==> config.mk <==
export PLATFORM = sky130hd
export DESIGN_NAME = ps2_keyboard_rx
export DESIGN_NICKNAME = d
export VERILOG_FILES = /design/src/rtl/ps2_keyboard_rx.sv
export SDC_FILE = /design/constraint.sdc
export NUM_CORES = 1
export LEC_CHECK = 0
export BUFFER_PORTS_ARGS = -buffer_cell sky130_fd_sc_hd__buf_2
export CORE_MARGIN = 2
export CORE_UTILIZATION = 61
export CTS_BUF_LIST = sky130_fd_sc_hd__clkbuf_8
export CTS_CLUSTER_DIAMETER = 100
export DETAILED_ROUTE_END_ITERATION = 6
export MAX_ROUTING_LAYER = met4
export PLACE_DENSITY = 0.82
export SLEW_MARGIN = 10
export SYNTH_ARGS = -nofsm -noshare
export SYNTH_HDL_FRONTEND = slang
export SYNTH_SLANG_ARGS = --single-unit
==> constraint.sdc <==
create_clock -name clk -period 2.3 [get_ports clk]
set_input_delay 0.46 -clock clk [delete_from_list [all_inputs] [get_ports clk]]
set_output_delay 0.46 -clock clk [all_outputs]
set_load 0.005 [all_outputs]
==> src/rtl/ps2_keyboard_rx.sv <==
// ps2_keyboard_rx: PS/2 keyboard receiver feeding a CPU-readable key register.
// Raw ps2_clk/ps2_data are synchronized, ps2_clk is glitch-filtered, and each
// filtered falling edge strobes one frame bit into an 11-bit frame FSM.
// Completed bytes land in key_word; the bus consumes the word with ack.
// Optional feature macro: PS2_KBD_DECODE_EN (E0/F0 prefix decoding into the
// extended/break flags). With the macro undefined every byte is emitted raw.
//
// state     | meaning
// ----------+-----------------------------------------------
// ST_IDLE   | waiting for a start bit (data 0 on strobe)
// ST_DATA   | shifting in 8 data bits, LSB first
// ST_PARITY | capturing the odd-parity bit
// ST_STOP   | checking the stop bit and parity, emitting byte
module ps2_keyboard_rx #(
    parameter int FILTER_LEN     = 8,
    parameter int TIMEOUT_CYCLES = 5000
) (
    input  logic        clk,
    input  logic        rst_n,
    input  logic        ps2_clk,
    input  logic        ps2_data,
    input  logic        ack,
    output logic [15:0] key_word,
    output logic        frame_err
);

    localparam int FCW = (FILTER_LEN > 1) ? $clog2(FILTER_LEN + 1) : 1;
    localparam int WDW = $clog2(TIMEOUT_CYCLES + 1);

    typedef enum logic [1:0] {
        ST_IDLE,
        ST_DATA,
        ST_PARITY,
        ST_STOP
    } state_t;

    logic           clk_s1, clk_s2;
    logic           dat_s1, dat_s2;
    logic [FCW-1:0] filt_cnt;
    logic           filt_clk;
    logic           filt_clk_d;
    logic           strobe;

    state_t         state, state_nxt;
    logic [2:0]     bit_cnt;
    logic [7:0]     shift_reg;
    logic           par_bit;
    logic           par_ok;
    logic [WDW-1:0] wd_cnt;
    logic           timeout;
    logic           byte_ok;
    logic           err_nxt;

    logic           emit;
    logic [15:0]    emit_word;

    // Two-flop synchronizers; both lines idle high on the PS/2 bus.
    always_ff @(posedge clk or negedge rst_n) begin
        if (!rst_n) begin
            clk_s1 <= 1'b1;
            clk_s2 <= 1'b1;
            dat_s1 <= 1'b1;
            dat_s2 <= 1'b1;
        end else begin
            clk_s1 <= ps2_clk;
            clk_s2 <= clk_s1;
            dat_s1 <= ps2_data;
            dat_s2 <= dat_s1;
        end
    end

    // Stability filter: the filtered clock follows only after FILTER_LEN
    // consecutive cycles at the new level; any bounce restarts the count.
    always_ff @(posedge clk or negedge rst_n) begin
        if (!rst_n) begin
            filt_cnt <= '0;
            filt_clk <= 1'b1;
        end else if (clk_s2 == filt_clk) begin
            filt_cnt <= '0;
        end else if (filt_cnt == FCW'(FILTER_LEN - 1)) begin
            filt_cnt <= '0;
            filt_clk <= clk_s2;
        end else begin
            filt_cnt <= filt_cnt + 1'b1;
        end
    end

    // Registered falling-edge detect of the filtered clock gives the bit strobe.
    always_ff @(posedge clk or negedge rst_n) begin
        if (!rst_n) begin
            filt_clk_d <= 1'b1;
            strobe     <= 1'b0;
        end else begin
            filt_clk_d <= filt_clk;
            strobe     <= filt_clk_d & ~filt_clk;
        end
    end

    // Watchdog counts idle cycles between strobes while a frame is open.
    always_ff @(posedge clk or negedge rst_n) begin
        if (!rst_n) begin
            wd_cnt <= '0;
        end else if (state == ST_IDLE || strobe) begin
            wd_cnt <= '0;
        end else begin
            wd_cnt <= wd_cnt + 1'b1;
        end
    end

    assign timeout = (state != ST_IDLE) && !strobe &&
                     (wd_cnt == WDW'(TIMEOUT_CYCLES - 1));
    assign par_ok  = ^{shift_reg, par_bit};

    // Frame FSM state register.
    always_ff @(posedge clk or negedge rst_n) begin
        if (!rst_n) begin
            state <= ST_IDLE;
        end else begin
            state <= state_nxt;
        end
    end

    // Frame FSM next-state, byte-complete and error decode.
    always_comb begin
        state_nxt = state;
        byte_ok   = 1'b0;
        err_nxt   = 1'b0;
        if (timeout) begin
            state_nxt = ST_IDLE;
            err_nxt   = 1'b1;
        end else if (strobe) begin
            case (state)
                ST_IDLE: begin
                    if (!dat_s2) begin
                        state_nxt = ST_DATA;
                    end else begin
                        err_nxt = 1'b1;
                    end
                end
                ST_DATA: begin
                    if (bit_cnt == 3'd7) begin
                        state_nxt = ST_PARITY;
                    end
                end
                ST_PARITY: begin
                    state_nxt = ST_STOP;
                end
                ST_STOP: begin
                    state_nxt = ST_IDLE;
                    if (dat_s2 && par_ok) begin
                        byte_ok = 1'b1;
                    end else begin
                        err_nxt = 1'b1;
                    end
                end
                default: begin
                    state_nxt = ST_IDLE;
                end
            endcase
        end
    end

    // Frame datapath: bit counter, data shifter and parity capture.
    always_ff @(posedge clk or negedge rst_n) begin
        if (!rst_n) begin
            bit_cnt   <= '0;
            shift_reg <= '0;
            par_bit   <= 1'b0;
        end else if (timeout) begin
            bit_cnt   <= '0;
            shift_reg <= '0;
        end else if (strobe) begin
            case (state)
                ST_IDLE: begin
                    bit_cnt <= '0;
                end
                ST_DATA: begin
                    shift_reg <= {dat_s2, shift_reg[7:1]};
                    bit_cnt   <= bit_cnt + 1'b1;
                end
                ST_PARITY: begin
                    par_bit <= dat_s2;
                end
                default: begin
                end
            endcase
        end
    end

`ifdef PS2_KBD_DECODE_EN
    logic ext_flag;
    logic brk_flag;

    // Prefix flags: E0 marks extended, F0 marks break; consumed by the next
    // ordinary byte and dropped on any frame error.
    always_ff @(posedge clk or negedge rst_n) begin
        if (!rst_n) begin
            ext_flag <= 1'b0;
            brk_flag <= 1'b0;
        end else if (err_nxt) begin
            ext_flag <= 1'b0;
            brk_flag <= 1'b0;
        end else if (byte_ok) begin
            if (shift_reg == 8'hE0) begin
                ext_flag <= 1'b1;
            end else if (shift_reg == 8'hF0) begin
                brk_flag <= 1'b1;
            end else begin
                ext_flag <= 1'b0;
                brk_flag <= 1'b0;
            end
        end
    end

    assign emit      = byte_ok && (shift_reg != 8'hE0) && (shift_reg != 8'hF0);
    assign emit_word = {1'b1, brk_flag, ext_flag, 1'b0, 4'b0000, shift_reg};
`else
    assign emit      = byte_ok;
    assign emit_word = {1'b1, 1'b0, 1'b0, 1'b0, 4'b0000, shift_reg};
`endif

    // Holding register and error pulse. A word arriving while the previous
    // one is still unread is dropped and flagged as overrun instead.
    always_ff @(posedge clk or negedge rst_n) begin
        if (!rst_n) begin
            key_word  <= 16'h0000;
            frame_err <= 1'b0;
        end else begin
            frame_err <= err_nxt;
            if (emit) begin
                if (ack || !key_word[15]) begin
                    key_word <= emit_word;
                end else begin
                    key_word[12] <= 1'b1;
                end
            end else if (ack) begin
                key_word <= 16'h0000;
            end
        end
    end

endmodule

# After elaboration in Yosys (flattened, before gate mapping)

Index checks and enable logic that the tools add are counted.
W data, S select, Z words.

Add/subtract/negate cells: 3
Eq/ne operators: 10
Muxes and demuxes: 28
Bitwise gates (word level): 4
Reductions and logical operators: 20

Operator list:

| cell                    | count |
|---|---|
| $mux W16                | 2 |
| $mux W8                 | 3 |
| $add A13 B1 Y13 const B | 1 |
| $eq A13 B13 Y1 const B  | 1 |
| $mux W13                | 1 |
| $mux W12                | 1 |
| $mux W1                 | 9 |
| $mux W3                 | 3 |
| $reduce_xor A9 Y1       | 1 |
| $mux W2                 | 4 |
| $mux W4                 | 2 |
| $pmux W2 S4             | 1 |
| $reduce_and A2 Y1       | 4 |
| $reduce_bool A2 Y1      | 4 |
| $ne A3 B3 Y1 const B    | 2 |
| $pmux W3 S2             | 1 |
| $reduce_and A3 Y1       | 2 |
| $add A4 B1 Y4 const B   | 1 |
| $eq A2 B2 Y1 const B    | 2 |
| $eq A4 B3 Y1 const B    | 1 |
| $add A3 B1 Y3 const B   | 1 |
| $eq A3 B3 Y1 const B    | 1 |
| $logic_and A1 B1 Y1     | 3 |
| $not A1 Y1              | 3 |
| other kinds (9)         | 11 |

Flip-flop bits (word level): 55
Input bits: 5
Output and inout port bits: 17
Word-level logic and storage cells: 81

# Longest topological paths before layout

Gate-level depths: netlist of the first run.

Word-level depth: 8
Depth in mapped cells: 6
Gate-level depth less buffers: 6

# Worst setup path after synthesis of the first run

No wires, ideal clock.

Kind: register to register
Start: register state[0]
End: register state[1]
Setup time: 0.122 ns
Arrival: 1.819 ns
Data required time: 2.178 ns
Path slack: 0.359 ns
Stages on the path, launching flop included: 7
Path buffers: 0
Period minus slack after synthesis: 1.941 ns
Path through: dfrtp_1 -> inv_1 -> ha_1 -> or4bb_1 -> nor4_4 -> o21ai_1 -> a32o_1

Word-level cells in the longest chain between the ends: 5
Elaborated cells on any way between the ends: 14
Those cells by class: 5 x eq/ne; 3 x mux; 6 x reduce/logical

Ends and longest elaborated chain:

| item                                                                | line | text |
|---|---|---|
| start, declared                                                     | 44   | `state_t state, state_nxt;` |
| start signal, assigned                                              | 119  | `state <= state_nxt;` |
| parallel branches: the longest is 5 deep, another holds $pmux W2 S4 | --   |  |

Parallel ways; which one is timed is not known. The select of a mux whose other input is x is not followed.
A chain may end at the register's enable or synchronous reset.

# Final worst setup path of the first run

Start: register state[0]
End: register frame_err

Word-level cells in the longest chain between the ends: 4
Elaborated cells on any way between the ends: 8
Those cells by class: 1 x eq/ne; 3 x mux; 4 x reduce/logical

Ends and longest elaborated chain:

| item                                               | line     | text |
|---|---|---|
| $eq A2 B2 Y1 (tied with other cells)               | 132      | `case (state)` |
| $pmux W1 S2 or $logic_and A1 B1 Y1 (tied branches) | 132, 110 |  |
| $mux W1 or $logic_and A1 B1 Y1 (tied branches)     | 131, 110 |  |
| $mux W1 (*)                                        | 128      | `if (timeout) begin` |
| named net err_nxt                                  | 52       | `logic err_nxt;` |
| end signal, assigned                               | 229      | `frame_err <= err_nxt;` |
| end, declared                                      | 24       | `output logic frame_err` |

The timed path passes the listed nets; every way through them passes the cells marked *.

==> results of run 1 <==
[cells in the mapped netlist (2+ instances only)]
library cell  instances  area share (%)
inv_1                 5            0.79
nand2b_1              2            0.53
and3_1                2            0.53
nand3_1              14             3.0
mux2i_1               2            0.84
a32oi_1               2            0.74
nor2b_1              11             2.9
nand4_1               5             1.3
a21oi_1              14             3.0
xnor2_1               9             3.3
dfstp_2               6             6.6
o21ai_0               4            0.84
or4bb_1               2            0.95
nor3_1                4            0.84
mux2_2                9             4.3
nand2_1              17             2.7
buf_4                 6             1.9
nor3b_1               2            0.63
clkbuf_1              5            0.79
nor2_1               20             3.2
ha_1                  9             4.7
dfrtp_1              43              45
or3_1                 2            0.53
xor2_1                6             2.2
[power breakdown]
part	leakage [µW]	total [µW]	internal (µW)	switching, µW
clock	0.0000445	500	216	284
combinational	0.000522	554	227	327
sequential	0.000656	1070	979	88.2
total	0.00122	2120	1420	699
[cells by family after synthesis]
logic type	share of synthesized area, %
AND/OR/NAND/NOR	19.9
XOR/XNOR	7.54
flip-flops	52.0
multiplexers	6.07
buffers and inverters	3.69
AO/OA/AOI/OAI	5.85
other	0.158
adder cells (fa/ha/maj)	4.75
[final cells by class]
class                           instances  area (µm²)  share of cell area (%)
Inverter                                5        18.8                   0.725
Clock buffer                            5        68.8                    2.66
Clock inverter                          3        21.3                   0.821
Sequential cell                        49        1230                    47.6
Timing Repair Buffer                   19         118                    4.54
Tap cell                               48        60.1                    2.32
Multi-Input combinational cell        156        1070                    41.3
[worst paths after layout]
path / start / to / slack (ns) / depth (start not counted)
max: state[0] / frame_err / 0.26 / 7
min: rst_n / shift_reg[5] / 0.14 / 1
max reg2reg: state[0] / frame_err / 0.26 / 7
min reg2reg: dat_s1 / dat_s2 / 0.36 / 0
max in group asynchronous: rst_n / clk_s2 / 1.55 / 2
min in group clk: ps2_clk / clk_s1 / 0.26 / 1
[critical path: stages, from the launching register on]
cell and delay [ns]:
dfrtp_1 0.41, inv_1 0.10, ha_1 0.22, or4bb_1 0.52, nor4_4 0.24, buf_4 0.24, nor3_1 0.06, a21oi_1 0.17
[stage by stage]
| step | setup slack (ns) | power [µW] |
|---|---|---|
| floorplan | 0.359 | 1490 |
| global placement | 0.304 | 1620 |
| detailed placement | 0.284 | 1640 |
| CTS | 0.261 | 2140 |
| global route | 0.0795 | 2270 |
| finish | 0.256 | 2120 |
[layer usage]
layer / global-route usage (%) / up-vias / part of all wire [%]
met5: - / - / 0
met2: 33.6 / 24 / 49
met4: 6.38 / 0 / 1.2
li1: - / 771 / -
met3: 4.09 / 7 / 3.2
met1: 27.7 / 758 / 47
[cell usage in the layout (no fill, tap or decap), drive strengths merged, types with 2 or more instances in the layout]
cell type,count
dfrtp,43
nor2,20
buf,19
nand2,17
nand3,14
a21oi,14
nor2b,11
xnor2,9
mux2,9
ha,9
xor2,6
conb,6
dfstp,6
inv,6
nand4,5
clkbuf,5
o21ai,5
nor3,4
mux2i,3
nor3b,2
and3,2
or3,2
or4bb,2
a32oi,2
nand2b,2
==> reports/qor.yml, run 1 <==
logic_synthesis:
  seq_area_frac_synth_pct: 52.0
  synth-main-ff-cell: "dfrtp_1"
  synth-seq-cells: 49
  syn_area_per_cell_um2: 10.9
  synth_warnings: 0
  synth_area_um2: 2370
  synth_cell_types: 40
  synth-async-reset-ratio_pct: 100
  synthCells: 217
  synth-edff-count: 0
route:
  avgViaCountPerCell: 5.47
  drt-total-wl_mm: 3.91
  drc: 0
  wl_per_cell_um: 13.7
  vias: 1560
  ant_nets: 0
  drt_iter0_drc: 105
  dr.pass1.iters: 4
clocking:
  cts_buffer_depth: 2
  post-cts-setup-buffer-count: 0
  cts_root_buf: "clkbuf_8"
  cts_tree: "yes"
  cts_made_buffers: 5
  path_clk_slew_ns: 0.10
  htreeDepth: 2
  cts_resized: 0
  hold_buffers: 0
  insertion_delay_ns: 0.30
  clkSinkCount: 49
die:
  dieWidth_um: 66.4
  initial_core_util_pct: 64.3
  core_area_um2: 3690
  ios: 22
  rows: 22
  die_h_um: 66.4
  die-area_um2: 4400
worst_setup_path:
  start_kind: "flop"
  crit_required_ns: 2.52
  crit_fanout: 13
  end_kind: "flop"
  critPathKind: "reg2reg"
  arrival_ns: 2.26
grt:
  antenna_found_initial: 0
  grt_pass1_vias: 1517
  grt.total_usage_pct: 21.1
  grt_overflow: 0
  grt_max_degree: 26
  grt_pass1_wl_mm: 6.80
status:
  status: "completed"
final_layout:
  insertedDiodeCount: 0
  layoutNonFillerInstCount: 285
  final_util_pct: 70.2
  final_cell_area_um2: 2590
  fin_nets: 250
  layout-drive-gt1-share_pct: 19.4
  largest_reg_flops: 13
  area_delta_synth_final_pct: 9.18
  fill_cells: 273
timing:
  rsz0062_at_grt: "false"
  fin_crit_ns: 2.04
  min_period_over_period_pct: 88.9
  hold_ws_ns: 0.143
  drv_slew: 0
  tightest_slew_ns: 0.571
  fmax_mhz: 489
  setup_viol: 0
  relSlewSlack_pct: 61.9
  hold_viol_final: 0
  skew_ns: 0.0125
  setup_tns_ns: 0
placed_design:
  dpl_cell_area_um2: 2500
  place_inst: 277
  gp_congestion: 0.802
  port_buffers: 15
  dp_hpwl_mm: 2.81
job:
  maxCapViolCount: 0
pwr:
  p_per_area_nw_per_um2: 819
  max-vdd-ir-drop_mv: 0.540
  leakage_uw: 0.00122
hold_path:
  hp-class: "in2async"
Note: power is estimated with default switching activity, not from simulation.
==> inputs of run 2 (changes only) <==
==> config.mk (replaced) <==
export PLATFORM = sky130hd
export DESIGN_NAME = ps2_keyboard_rx
export DESIGN_NICKNAME = d
export VERILOG_FILES = /design/src/rtl/ps2_keyboard_rx.sv
export SDC_FILE = /design/constraint.sdc
export NUM_CORES = 1
export LEC_CHECK = 0
export CORE_MARGIN = 2
export CORE_UTILIZATION = 64
export CTS_BUF_LIST = sky130_fd_sc_hd__clkbuf_8
export CTS_CLUSTER_DIAMETER = 100
export DETAILED_ROUTE_END_ITERATION = 6
export DONT_BUFFER_PORTS = 1
export PLACE_DENSITY = 0.8
export SLEW_MARGIN = 10
export SYNTH_ARGS = -nofsm -noshare
export SYNTH_HDL_FRONTEND = slang
export SYNTH_SLANG_ARGS = --single-unit
==> reports/qor.yml, run 2 (synthesized netlist as in run 1, its figures left out) <==
status:
  status: "completed"
timing:
  setup_viol: 0  # unchanged
  skew_ns: 0.0106  # -0.00195 ns
  rsz0062_at_grt: "false"
  min_period_over_period_pct: 90.8  # +2.0 points
  drv_slew: 0  # unchanged
  setup_tns_ns: 0  # unchanged
  fmax_mhz: 479  # -2.2%
  hold_viol_final: 0  # unchanged
  fin_crit_ns: 2.09  # +0.0452 ns
  fin_ws_ns: 0.211  # -0.0452 ns
route:
  dr.pass1.iters: 6  # +2
  drt-total-wl_mm: 4.14  # +5.9%
  drc: 0  # unchanged
  wl_per_cell_um: 15.3  # +12%
  ant_nets: 0  # unchanged
  drt_iter0_drc: 99  # -5.7%
  vias: 1600  # +2.6%
  avgViaCountPerCell: 5.93  # +8.3%
clocking:
  htreeDepth: 2  # unchanged
  cts_tree: "yes"
  cts_made_buffers: 5  # unchanged
  insertion_delay_ns: 0.31  # about the same
  path_clk_slew_ns: 0.10  # about the same
  cts_root_buf: "clkbuf_8"
  clkSinkCount: 49  # unchanged
  cts_buffer_depth: 2  # unchanged
die:
  dieWidth_um: 64.9  # -2.2%
  die-area_um2: 4210  # -4.4%
  rows: 22  # unchanged
  core_area_um2: 3610  # -2.2%
  ios: 22  # unchanged
  initial_core_util_pct: 65.8  # +1.5 points
  die_h_um: 64.9  # -2.2%
hold_path:
  hp-class: "in2reg"
  holdPathEnd: "dat_s1"
  holdPathStages: 0
  hp-start: "ps2_data"
placed_design:
  gp_congestion: 0.772  # -3.7%
  dp_hpwl_mm: 2.92  # +3.8%
  place_inst: 260  # -6.1%
  dp_slack_ns: 0.228  # -0.0556 ns
  port_buffers: 0  # -15
final_layout:
  layout-drive-gt1-share_pct: 13.5  # -5.9 points
  fin_nets: 235  # -6.0%
  largest_reg_flops: 13  # unchanged
  area_delta_synth_final_pct: 6.49
  fill_cells: 257  # -5.9%
  mostFrequentLayoutCell: "dfrtp_1"
  layoutNonFillerInstCount: 270  # -5.3%
  insertedDiodeCount: 0  # unchanged
  final_cell_mix: "dfrtp_1 (43), nor2_1 (20), nand2_1 (17)"
  final_util_pct: 70.1  # -0.16 points
grt:
  grt_overflow: 0  # unchanged
  grt_max_degree: 50  # +92%
  grt_pass1_wl_mm: 7.13  # +4.8%
  grt_pass1_vias: 1602  # +5.6%
  grt.total_usage_pct: 22.0  # +0.87 points
  antenna_found_initial: 0  # unchanged
worst_setup_path:
  r2r-end: "frame_err"
  slowest_delay_ns: 0.54  # +0.02 ns
  arrival_ns: 2.33  # +0.07 ns
  end_kind: "flop"
  crit_fanout: 13  # unchanged
  crit_required_ns: 2.54  # +0.02 ns
  critPathTopFamily: "simple AND/OR/NAND/NOR gates"
  r2r_slack_ns: 0.21  # -0.05 ns
  reg2reg_from: "state[0]"
  cp_slowest_cell: "or4bb_1"
  path_buf_inv: 2  # unchanged
  crit_path_cell_trace: "inv_1, ha_1, or4bb_1, nor4_4, buf_4, nor3_1, a21oi_1"
  critPathKind: "reg2reg"
  reg2reg_depth: 7  # unchanged
  start_kind: "flop"
pwr:
  p_per_area_nw_per_um2: 838  # +2.4%
  leakage_uw: 0.00114  # -6.8%
  max-vdd-ir-drop_mv: 0.384  # -29%
job:
  maxCapViolCount: 0  # unchanged
-- run 2: what timing repair did --
action / in CTS / in global routing
hold endpoints to repair: 49 / 0
buffers inserted: 0 / 0
hold buffers: 2 / 0
setup endpoints to repair: 0 / 0
resized for setup: 0 / 0
-- run 2: how the worst max path moves through the flow --
stage	slack [ns]	cells after the start	to	start
2_1_floorplan	0.36	6	state[1]	state[0]
5_1_grt	0.1	7	frame_err	state[0]
3_3_place_gp	0.35	7	frame_err	state[0]
3_5_place_dp	0.23	7	frame_err	state[0]
4_1_cts	0.22	7	frame_err	state[0]
6_report	0.21	7	frame_err	state[0]
-- run 2: per-layer routing --
layer | track usage, % | routed length, µm | share of wire (%) | up-vias
met5 | 0 | 0 | 0 | -
met4 | 8.78 | 53 | 1.3 | 0
met3 | 5.03 | 182 | 4.4 | 6
met2 | 37.5 | 2170 | 52 | 53
met1 | 27.0 | 1740 | 42 | 802
li1 | - | - | - | 739
-- run 2: layout make-up --
type | count | area, µm² | area share [%]
Multi-Input combinational cell | 156 | 1070 | 42.3
Inverter | 5 | 18.8 | 0.743
Clock inverter | 3 | 22.5 | 0.892
Timing Repair Buffer | 4 | 52.6 | 2.08
Clock buffer | 5 | 68.8 | 2.72
Tap cell | 48 | 60.1 | 2.38
Sequential cell | 49 | 1230 | 48.8
-- run 2: stage by stage --
step	power, µW	cell area (µm²)	hold slack (ns)
2_1_floorplan	1490	2390	0.164
3_3_place_gp	1550	2400	0.165
3_5_place_dp	1610	2400	0.165
4_1_cts	2130	2530	0.140
5_1_grt	2250	2530	0.132
6_report	2120	2530	0.147
-- run 2: power breakdown --
part	internal (µW)	switching [µW]
Clock	213	289
Sequential	979	93.1
Combinational	216	327
Total	1410	710
==> inputs of run 3 (changes only) <==
--- a/config.mk
+++ b/config.mk
@@ -6,12 +6,12 @@
 export NUM_CORES = 1
 export LEC_CHECK = 0
 export CORE_MARGIN = 2
-export CORE_UTILIZATION = 64
-export CTS_BUF_LIST = sky130_fd_sc_hd__clkbuf_8
+export CORE_UTILIZATION = 62
 export CTS_CLUSTER_DIAMETER = 100
 export DETAILED_ROUTE_END_ITERATION = 6
 export DONT_BUFFER_PORTS = 1
-export PLACE_DENSITY = 0.8
+export GPL_ROUTABILITY_DRIVEN = 0
+export PLACE_DENSITY = 0.78
 export SLEW_MARGIN = 10
 export SYNTH_ARGS = -nofsm -noshare
 export SYNTH_HDL_FRONTEND = slang
==> reports/qor.yml, run 3 (synthesized netlist as in run 1, its figures left out) <==
status:
  status: "completed"
worst_setup_path:
  r2r-end: "state[1]"
  cp_slowest_cell: "or4bb_1"
  arrival_ns: 2.31  # -0.02 ns
  crit_path_cell_trace: "inv_1, ha_1, or4bb_1, nor4_4, o21ai_1, a32o_1"
  r2r_slack_ns: 0.18  # -0.03 ns
  end_kind: "flop"
  crit_required_ns: 2.49  # -0.05 ns
  reg2reg_from: "state[0]"
  start_kind: "flop"
  critPathKind: "reg2reg"
  reg2reg_depth: 6  # -1
  path_buf_inv: 1  # -1
  crit_fanout: 6  # -7
  slowest_delay_ns: 0.54  # about the same
  critPathTopFamily: "simple AND/OR/NAND/NOR gates"
route:
  vias: 1552  # -3.0%
  drt_iter0_drc: 139  # +40%
  dr.pass1.iters: 4  # -2
  ant_nets: 0  # unchanged
  wl_per_cell_um: 15.1  # -1.3%
  drc: 0  # unchanged
  drt-total-wl_mm: 4.09  # -1.3%
  avgViaCountPerCell: 5.75  # -3.0%
pwr:
  max-vdd-ir-drop_mv: 0.489  # +28%
  switchingPower_uw: 698  # -1.7%
  p_per_area_nw_per_um2: 870  # +3.8%
  leakage_uw: 0.00116  # +1.7%
  p_seq_share_pct: 48.1  # -2.5 points
  combinationalPowerShare_pct: 24.7  # -1.0 points
  p_clk_share_pct: 27.2  # +3.5 points
  p_sw_share_pct: 31.5  # -2.0 points
  intPower_uw: 1520  # +7.8%
clocking:
  cts_tree: "yes"
  clkSinkCount: 49  # unchanged
  path_clk_slew_ns: 0.08  # -0.02 ns
  post-cts-setup-buffer-count: 0  # unchanged
  insertion_delay_ns: 0.30  # about the same
  cts_made_buffers: 5  # unchanged
  cts_buffer_depth: 2  # unchanged
  htreeDepth: 2  # unchanged
  cts_root_buf: "clkbuf_8"
placed_design:
  dp_hpwl_mm: 2.74  # -6.0%
  port_buffers: 0  # unchanged
  dpl_cell_area_um2: 2400  # unchanged
  place_inst: 260  # unchanged
die:
  core_area_um2: 3660  # +1.5%
  ios: 22  # unchanged
  die_h_um: 65.9  # +1.5%
  initial_core_util_pct: 64.8  # -0.99 points
  rows: 22  # unchanged
  dieWidth_um: 65.9  # +1.5%
  die-area_um2: 4340  # +3.0%
final_layout:
  mostFrequentLayoutCell: "dfrtp_1"
  final_cell_area_um2: 2550  # +0.79%
  layout-drive-gt1-share_pct: 13.1  # -0.45 points
  largest_reg_flops: 13  # unchanged
  insertedDiodeCount: 0  # unchanged
  area_delta_synth_final_pct: 7.33
  layoutNonFillerInstCount: 270  # unchanged
  final_util_pct: 69.5  # -0.51 points
  final_cell_mix: "dfrtp_1 (43), nor2_1 (20), nand2_1 (17)"
  fin_nets: 235  # unchanged
timing:
  rsz0062_at_grt: "false"
  drv_slew: 0  # unchanged
  hold_viol_final: 0  # unchanged
  min_period_over_period_pct: 92.0  # +1.1 points
  fin_crit_ns: 2.12  # +0.0261 ns
  skew_ns: 0.00790  # -0.00266 ns
  fmax_mhz: 473  # -1.2%
  setup_tns_ns: 0  # unchanged
  setup_viol: 0  # unchanged
grt:
  use_met1_pct: 25.3  # -1.8 points
  grt_max_degree: 50  # unchanged
  grt_pass1_vias: 1525  # -4.8%
  grt_overflow: 0  # unchanged
  grt_pass1_wl_mm: 6.93  # -2.7%
  grt_use_met2_pct: 38.3  # +0.76 points
  antenna_found_initial: 0  # unchanged
  grt.busiest_layer: "met2"
  met3_usage_pct: 6.30  # +1.3 points
  grt.total_usage_pct: 21.6  # -0.38 points
job:
  maxCapViolCount: 0  # unchanged
hold_path:
  hp-start: "ps2_clk"
  holdPathEnd: "clk_s1"
  holdPathStages: 0  # unchanged
  hp-class: "in2reg"
## run 3: cell types whose count changed in the layout (fill, tap and decap cells not counted)
cell,before,now
clkinvlp_4,3,0
bufinv_16,0,1
clkinv_4,0,1
clkbuf_1,0,1
## run 3: power groups by stage
stage / clock network (µW) / logic (µW) / registers [µW]
floorplan: 0 / 429 / 1060
global placement: 0 / 485 / 1070
detailed placement: 0 / 517 / 1080
CTS: 614 / 545 / 1070
global route: 662 / 618 / 1080
finish: 603 / 547 / 1070
## run 3: final cells by class
type                            count  area (µm²)
Sequential cell                    49        1230
Multi-Input combinational cell    156        1070
Clock buffer                        6        72.6
Tap cell                           48        60.1
Timing Repair Buffer                4        52.6
Inverter                            5        18.8
Fill cell                         268        1110
Clock inverter                      2        38.8
## run 3: per-stage QoR
stage,worst slack (ns),hold WS (ns),power (µW)
after floorplan,0.359,0.164,1490
after detailed placement,0.196,0.165,1600
after CTS,0.174,0.138,2230
after global routing,0.0494,0.125,2360
after global placement,0.337,0.165,1560
final,0.185,0.149,2220
## run 3: layer usage
layer	wire, µm	up-vias	share of wire (%)
li1	-	737	-
met1	1700	772	42
met2	2210	37	54
met3	135	6	3.3
met4	44	0	1.1
met5	0	-	0
## run 3: worst max path at each step
stage                     startpoint  endpoint  slack [ns]  cells after the start
after CTS                   state[0]  state[1]        0.17                      6
after global routing        state[0]  state[1]        0.05                      6
after detailed placement    state[0]  state[1]        0.20                      6
after global placement      state[0]  state[1]        0.34                      6
final                       state[0]  state[1]        0.18                      6
after floorplan             state[0]  state[1]        0.36                      6
## run 3: worst reg2reg max path, cell delays in order (launching register included)
cell and delay, ns:
dfrtp_1 0.41, inv_1 0.11, ha_1 0.27, or4bb_1 0.54, nor4_4 0.32, o21ai_1 0.15, a32o_1 0.21
## run 3: timing repair
action | CTS | global route
endpoints found under the hold margin | 49 | 0
hold buffers | 2 | 0
gates resized for setup | 0 | 0
